--- src/rtl/pipe_stall_ctrl.sv ---
// -----------------------------------------------------------------------------
// pipe_stall_ctrl
//
// Hazard and stall sequencer for the 5-stage pipeline. It drives the enable
// and clear controls of the PC, IF/ID and ID/EX pipeline registers. It also
// handles the following cases:
//   - load-use hazards
//   - multi-cycle mul/div occupancy of EX
//   - instruction-memory wait
//   - taken-branch flush
// A free-running counter records how many cycles the PC was held.
//
// Parameters:
//   MD_LATENCY   cycles the mul/div unit occupies EX after issue (2..64)
//   CNT_W        width of the mul/div countdown; must hold MD_LATENCY-1
//
// Ports:
//   Clk            clock; all state updates on posedge
//   Clrn           asynchronous active-low reset
//   id_rs, id_rt   source register fields of the instruction in ID
//   id_use_rs/rt   ID instruction actually reads rs / rt
//   id_is_md       ID instruction is a mul/div
//   ex_wreg        EX instruction writes the register file
//   ex_m2reg       EX instruction is a load
//   ex_rd          EX destination register
//   branch_taken   branch in ID resolved taken this cycle
//   imem_ready     instruction memory returns valid data this cycle
//   pc_en          PC register enable
//   ifid_en        IF/ID register enable
//   ifid_flush     IF/ID loads a NOP instead of the fetched word
//   idex_bubble    ID/EX loads all-zero control
//   md_start       one-cycle issue pulse to the mul/div unit
//   md_busy        mul/div in progress
//   stall_cycles   number of cycles with pc_en low (wraps)
// -----------------------------------------------------------------------------
module pipe_stall_ctrl #(
  parameter int MD_LATENCY = 8,
  parameter int CNT_W      = 6
) (
  input  logic        Clk,
  input  logic        Clrn,
  input  logic [4:0]  id_rs,
  input  logic [4:0]  id_rt,
  input  logic        id_use_rs,
  input  logic        id_use_rt,
  input  logic        id_is_md,
  input  logic        ex_wreg,
  input  logic        ex_m2reg,
  input  logic [4:0]  ex_rd,
  input  logic        branch_taken,
  input  logic        imem_ready,
  output logic        pc_en,
  output logic        ifid_en,
  output logic        ifid_flush,
  output logic        idex_bubble,
  output logic        md_start,
  output logic        md_busy,
  output logic [31:0] stall_cycles
);

  typedef enum logic {
    RUN     = 1'b0,
    MD_BUSY = 1'b1
  } state_t;

  localparam logic [CNT_W-1:0] MD_CNT_INIT = CNT_W'(MD_LATENCY - 1);

  state_t            state_q, state_d;
  logic [CNT_W-1:0]  cnt_q, cnt_d;
  logic [31:0]       stall_q;

  logic load_use;
  logic freeze;

  // A load in EX whose destination is read by ID cannot be forwarded in time.
  // Register 0 is hardwired, so writes to it never create a hazard.
  assign load_use = ex_m2reg & ex_wreg & (ex_rd != 5'd0) &
                    ((id_use_rs & (id_rs == ex_rd)) |
                     (id_use_rt & (id_rt == ex_rd)));

  assign freeze = load_use | ~imem_ready;

  // State register. The countdown is loaded with MD_LATENCY-1 on issue and
  // the cnt==0 cycle is still busy. This gives exactly MD_LATENCY busy cycles.
  always_ff @(posedge Clk or negedge Clrn) begin
    if (!Clrn) begin
      state_q <= RUN;
      cnt_q   <= '0;
    end else begin
      state_q <= state_d;
      cnt_q   <= cnt_d;
    end
  end

  // The counter samples the combinational pc_en. While Clrn is low the flop
  // is held in reset, so reset cycles are never counted.
  always_ff @(posedge Clk or negedge Clrn) begin
    if (!Clrn) begin
      stall_q <= '0;
    end else if (!pc_en) begin
      stall_q <= stall_q + 32'd1;
    end
  end

  assign stall_cycles = stall_q;

  always_comb begin
    state_d     = state_q;
    cnt_d       = cnt_q;
    pc_en       = 1'b0;
    ifid_en     = 1'b0;
    ifid_flush  = 1'b0;
    idex_bubble = 1'b1;
    md_start    = 1'b0;
    md_busy     = 1'b0;

    case (state_q)
      RUN: begin
        // A frozen cycle issues nothing. A mul/div or branch seen while
        // frozen is picked up again once the hazard or wait clears.
        if (!freeze) begin
          pc_en       = 1'b1;
          ifid_en     = 1'b1;
          idex_bubble = 1'b0;
          ifid_flush  = branch_taken;
          if (id_is_md) begin
            md_start = 1'b1;
            state_d  = MD_BUSY;
            cnt_d    = MD_CNT_INIT;
          end
        end
      end

      MD_BUSY: begin
        // The whole front end is held. Branch, hazard and fetch inputs are
        // ignored until EX is free again.
        md_busy = 1'b1;
        if (cnt_q == '0) begin
          state_d = RUN;
        end else begin
          cnt_d = cnt_q - CNT_W'(1);
        end
      end

      default: begin
        state_d = RUN;
      end
    endcase

    // Outputs show their reset values as soon as Clrn goes low, without
    // waiting for the flops to be cleared at a clock edge.
    if (!Clrn) begin
      pc_en       = 1'b0;
      ifid_en     = 1'b0;
      ifid_flush  = 1'b0;
      idex_bubble = 1'b1;
      md_start    = 1'b0;
      md_busy     = 1'b0;
    end
  end

endmodule

--- config.mk ---
export PLATFORM = sky130hd
export DESIGN_NAME = pipe_stall_ctrl
export DESIGN_NICKNAME = d
export VERILOG_FILES = /design/src/rtl/pipe_stall_ctrl.sv
export SDC_FILE = /design/constraint.sdc
export NUM_CORES = 1
export LEC_CHECK = 0
export ABC_AREA = 1
export CORE_MARGIN = 1.5
export CORE_UTILIZATION = 56
export CTS_BUF_LIST = sky130_fd_sc_hd__clkbuf_8
export DETAILED_ROUTE_END_ITERATION = 8
export PLACE_DENSITY = 0.95
export REMOVE_ABC_BUFFERS = 1
export SYNTH_ARGS = -nofsm -noshare
export SYNTH_HDL_FRONTEND = slang
export SYNTH_SLANG_ARGS = --single-unit
--- constraint.sdc ---
create_clock -name Clk -period 2.22 [get_ports Clk]
set_input_delay 0.444 -clock Clk [delete_from_list [all_inputs] [get_ports Clk]]
set_output_delay 0.444 -clock Clk [all_outputs]
set_load 0.05 [all_outputs]
==> metrics.yaml, run 1 <==
global_routing:
  grt_pass1_wl_um: 11200
  grt.total_usage: 0.275
  grt_max_degree: 30
  grt_pass1_vias: 2521
  antenna_found_initial: 0
  grt-ovfl-total: 0
setup_path:
  cp_slowest_cell: "dlygate4sd3_1"
  path_delay_family: "buffers and inverters"
  crit_arrival_ps: 1700
  crit_fanout: 7
  critical_path_class: "in2out"
  crit_path_start_kind: "input port"
  crit_path_end_kind: "primary output"
  worstPathBufferInverterCount: 4
  r2r_slack_ps: 340
  r2r_start: "cnt_q[0]"
  slowest_delay_ps: 520
  reg2reg_depth: 10
  r2r_end: "cnt_q[4]"
  crit_required_ps: 1780
  cp_cell_sequence: "dlygate4sd3_1 -> buf_2 -> nand3_4 -> nor2_1 -> buf_4 -> buf_12"
finish:
  layout-drive-gt1-share: 0.109
  fin_area_sq_mm: 0.00354
  final_cell_count_no_fill: 543
  areaGrowthSynthToFinish_pct: 29.6
  antenna_cells: 0
  layout.nets: 501
logic_synthesis:
  yosysWarnings: 0
  synth_edf_count: 0
  synth_flop_cell: "dfrtp_1"
  yosys.area.top_type: "dfrtp_1"
  syn_inst: 404
  synth_most_common_cell: "nand2_1"
  yosys.area.top_type_share: 0.357
  syn_avg_cell_area_sq_um: 6.77
  netlist-cell-type-count: 26
  ys_seq_elements: 39
  synth_common_cells: "154 x nand2_1, 51 x nor2_1, 43 x inv_1, 39 x dfrtp_1, 23 x xor2_1"
  synthArstFlopShare: 1.00
  yosysSeqAreaShare: 0.357
  synth.area.top_cells: "dfrtp_1 36%, nand2_1 21%, xor2_1 7.4%"
  synth_area_sq_mm: 0.00274
die:
  die_x_um: 72.9
  die_area_sq_mm: 0.00531
  core_sq_mm: 0.00472
  fp.dieH_um: 72.9
  num_rows: 25
  start_util: 0.579
  io_pins: 62
drt:
  ant_nets: 0
  num_vias: 2758
  totalWireLength_um: 6850
  drt-initial-drc-count: 155
  first_pass_iters: 5
  wl_per_cell_um: 12.6
  post_drt_via_cell_ratio: 5.08
  drcViolationCount: 0
min_path:
  holdCritStartpoint: "cnt_q[0]"
  min_path_cells: 2
  min_path_type: "reg2reg"
  min_to: "cnt_q[0]"
clock_network:
  cts_buffer_depth: 2
  cts_tree: "built"
  cts-root-buf: "clkbuf_8"
  clock-sinks: 39
  cts-htree-levels: 2
  clk_latency_ps: 290
  numCtsBuffers: 5
  path_clk_slew_ps: 70
timing:
  slew_violations: 0
  fmax_mhz: 467
  skew_ps: 5.31
  setup_viol_count_final: 0
  fin_crit_sh: 0.965
  worst_slew_pin_slew_ps: 525
  finalHoldViolCount: 0
  slew_headroom: 0.649
  min_period_ps: 2140
placed_design:
  portBuffers: 61
  dp_hpwl_um: 5390
  place_area_sq_mm: 0.00345
  gp_congestion: 0.995
  placedCellCount: 532
power_and_ir_drop:
  powerDensity_mw_per_mm2: 886
  p_total_w: 0.00314
  power.leakage_nw: 1.74
  vdd_drop_max_uv: 705
flow_run:
  drv_cap: 0
status:
  status: "finished clean"
## sequential cells by signal, summed over array words and instances (netlist names)
name / count
stall_cycles: 32
cnt_q: 6
state_q: 1
## repair_timing
item | in CTS | in global routing
hold buffers | 1 | 0
gates resized for setup | 17 | 1
pin swaps | 8 | 4
hold endpoints to repair | 3 | 0
endpoints found under the setup margin | 5 | 3
buffers inserted | 1 | 1
## kinds of logic (layout without fill, tap and decap cells)
| group | count (synthesis) | in the layout | share of synthesized area |
|---|---|---|---|
| AND/OR/NAND/NOR | 255 | 255 | 0.397 |
| flip-flops | 39 | 39 | 0.357 |
| XOR/XNOR | 27 | 27 | 0.0865 |
| AO/OA/AOI/OAI | 23 | 23 | 0.0489 |
| buffers and inverters | 58 | 130 | 0.102 |
| adder cells (fa/ha/maj) | 2 | 2 | 0.00915 |
## worst max path at each step
stage / from / endpoint / slack (ps) / depth (start not counted)
final: Clrn / ifid_flush / 80 / 6
after global routing: id_use_rt / ifid_flush / -0.8 / 10
after CTS: id_use_rt / ifid_flush / 60 / 10
after detailed placement: ex_rd[0] / ifid_flush / -170 / 12
after global placement: ex_rd[0] / ifid_flush / -130 / 12
after floorplan: ex_rd[2] / ifid_flush / -370 / 9
## per-stage QoR
stage / setup WS (ps) / TNS (ps) / hold WS [ps] / util
6_report: 77.5 / 0 / 493 / 0.750
5_1_grt: -0.846 / -0.846 / 524 / 0.750
4_1_cts: 55.9 / 0 / 492 / 0.748
3_5_place_dp: -172 / -1800 / 299 / 0.731
3_3_place_gp: -134 / -501 / 296 / 0.731
2_1_floorplan: -374 / -831 / 148 / -
## final cells by class
type	count	area, sq um
Clock buffer	5	68.8
Inverter	51	196
Multi-Input combinational cell	307	1480
Clock inverter	3	12.5
Fill cell	367	1180
Timing Repair Buffer	71	726
Tap cell	67	83.8
Sequential cell	39	976
## layout by cell type (no fill, tap or decap), types with 3 or more instances in the layout
cell type / count
buf_12: 6
buf_4: 9
clkbuf_8: 5
clkdlybuf4s50_1: 39
dfrtp_1: 39
dlygate4sd2_1: 14
inv_1: 44
inv_2: 8
nand2_1: 154
nand2_2: 10
nand3_1: 12
nand4_1: 7
nor2_1: 51
nor3_1: 13
nor3_2: 3
o21ai_0: 13
o21ai_1: 4
o21ai_2: 3
xnor2_1: 4
xor2_1: 23
## metal layers
metal | part of all wire | GRT usage
met2 | 0.49 | 0.471
met5 | 0 | 0
met4 | 0.0092 | 0.0881
met1 | 0.42 | 0.358
met3 | 0.074 | 0.0414
## report_power, final
part / leakage, nW / internal [W] / switching (W)
logic: 1.18 / 0.000557 / 0.00103
clock network: 0.0505 / 0.000211 / 0.000234
registers: 0.510 / 0.000885 / 0.000220
## worst register-to-register path: stages (launching register included)
cell     delay (ps)
dfrtp_1         380
inv_1            90
ha_1            140
inv_1            40
nor2_1          190
nand2_1         120
o31ai_2         340
nand2_1         200
nand2_2         170
nand2_1          80
nand2_1          70
Note: power is estimated with default switching activity, not from simulation.
==> run 2: changes to the inputs <==
ABC_CLOCK_PERIOD_IN_PS = 2220   (was unset)
==> results of run 2 <==
No change in the layout: final DEF, timing and power equal those of run 1.
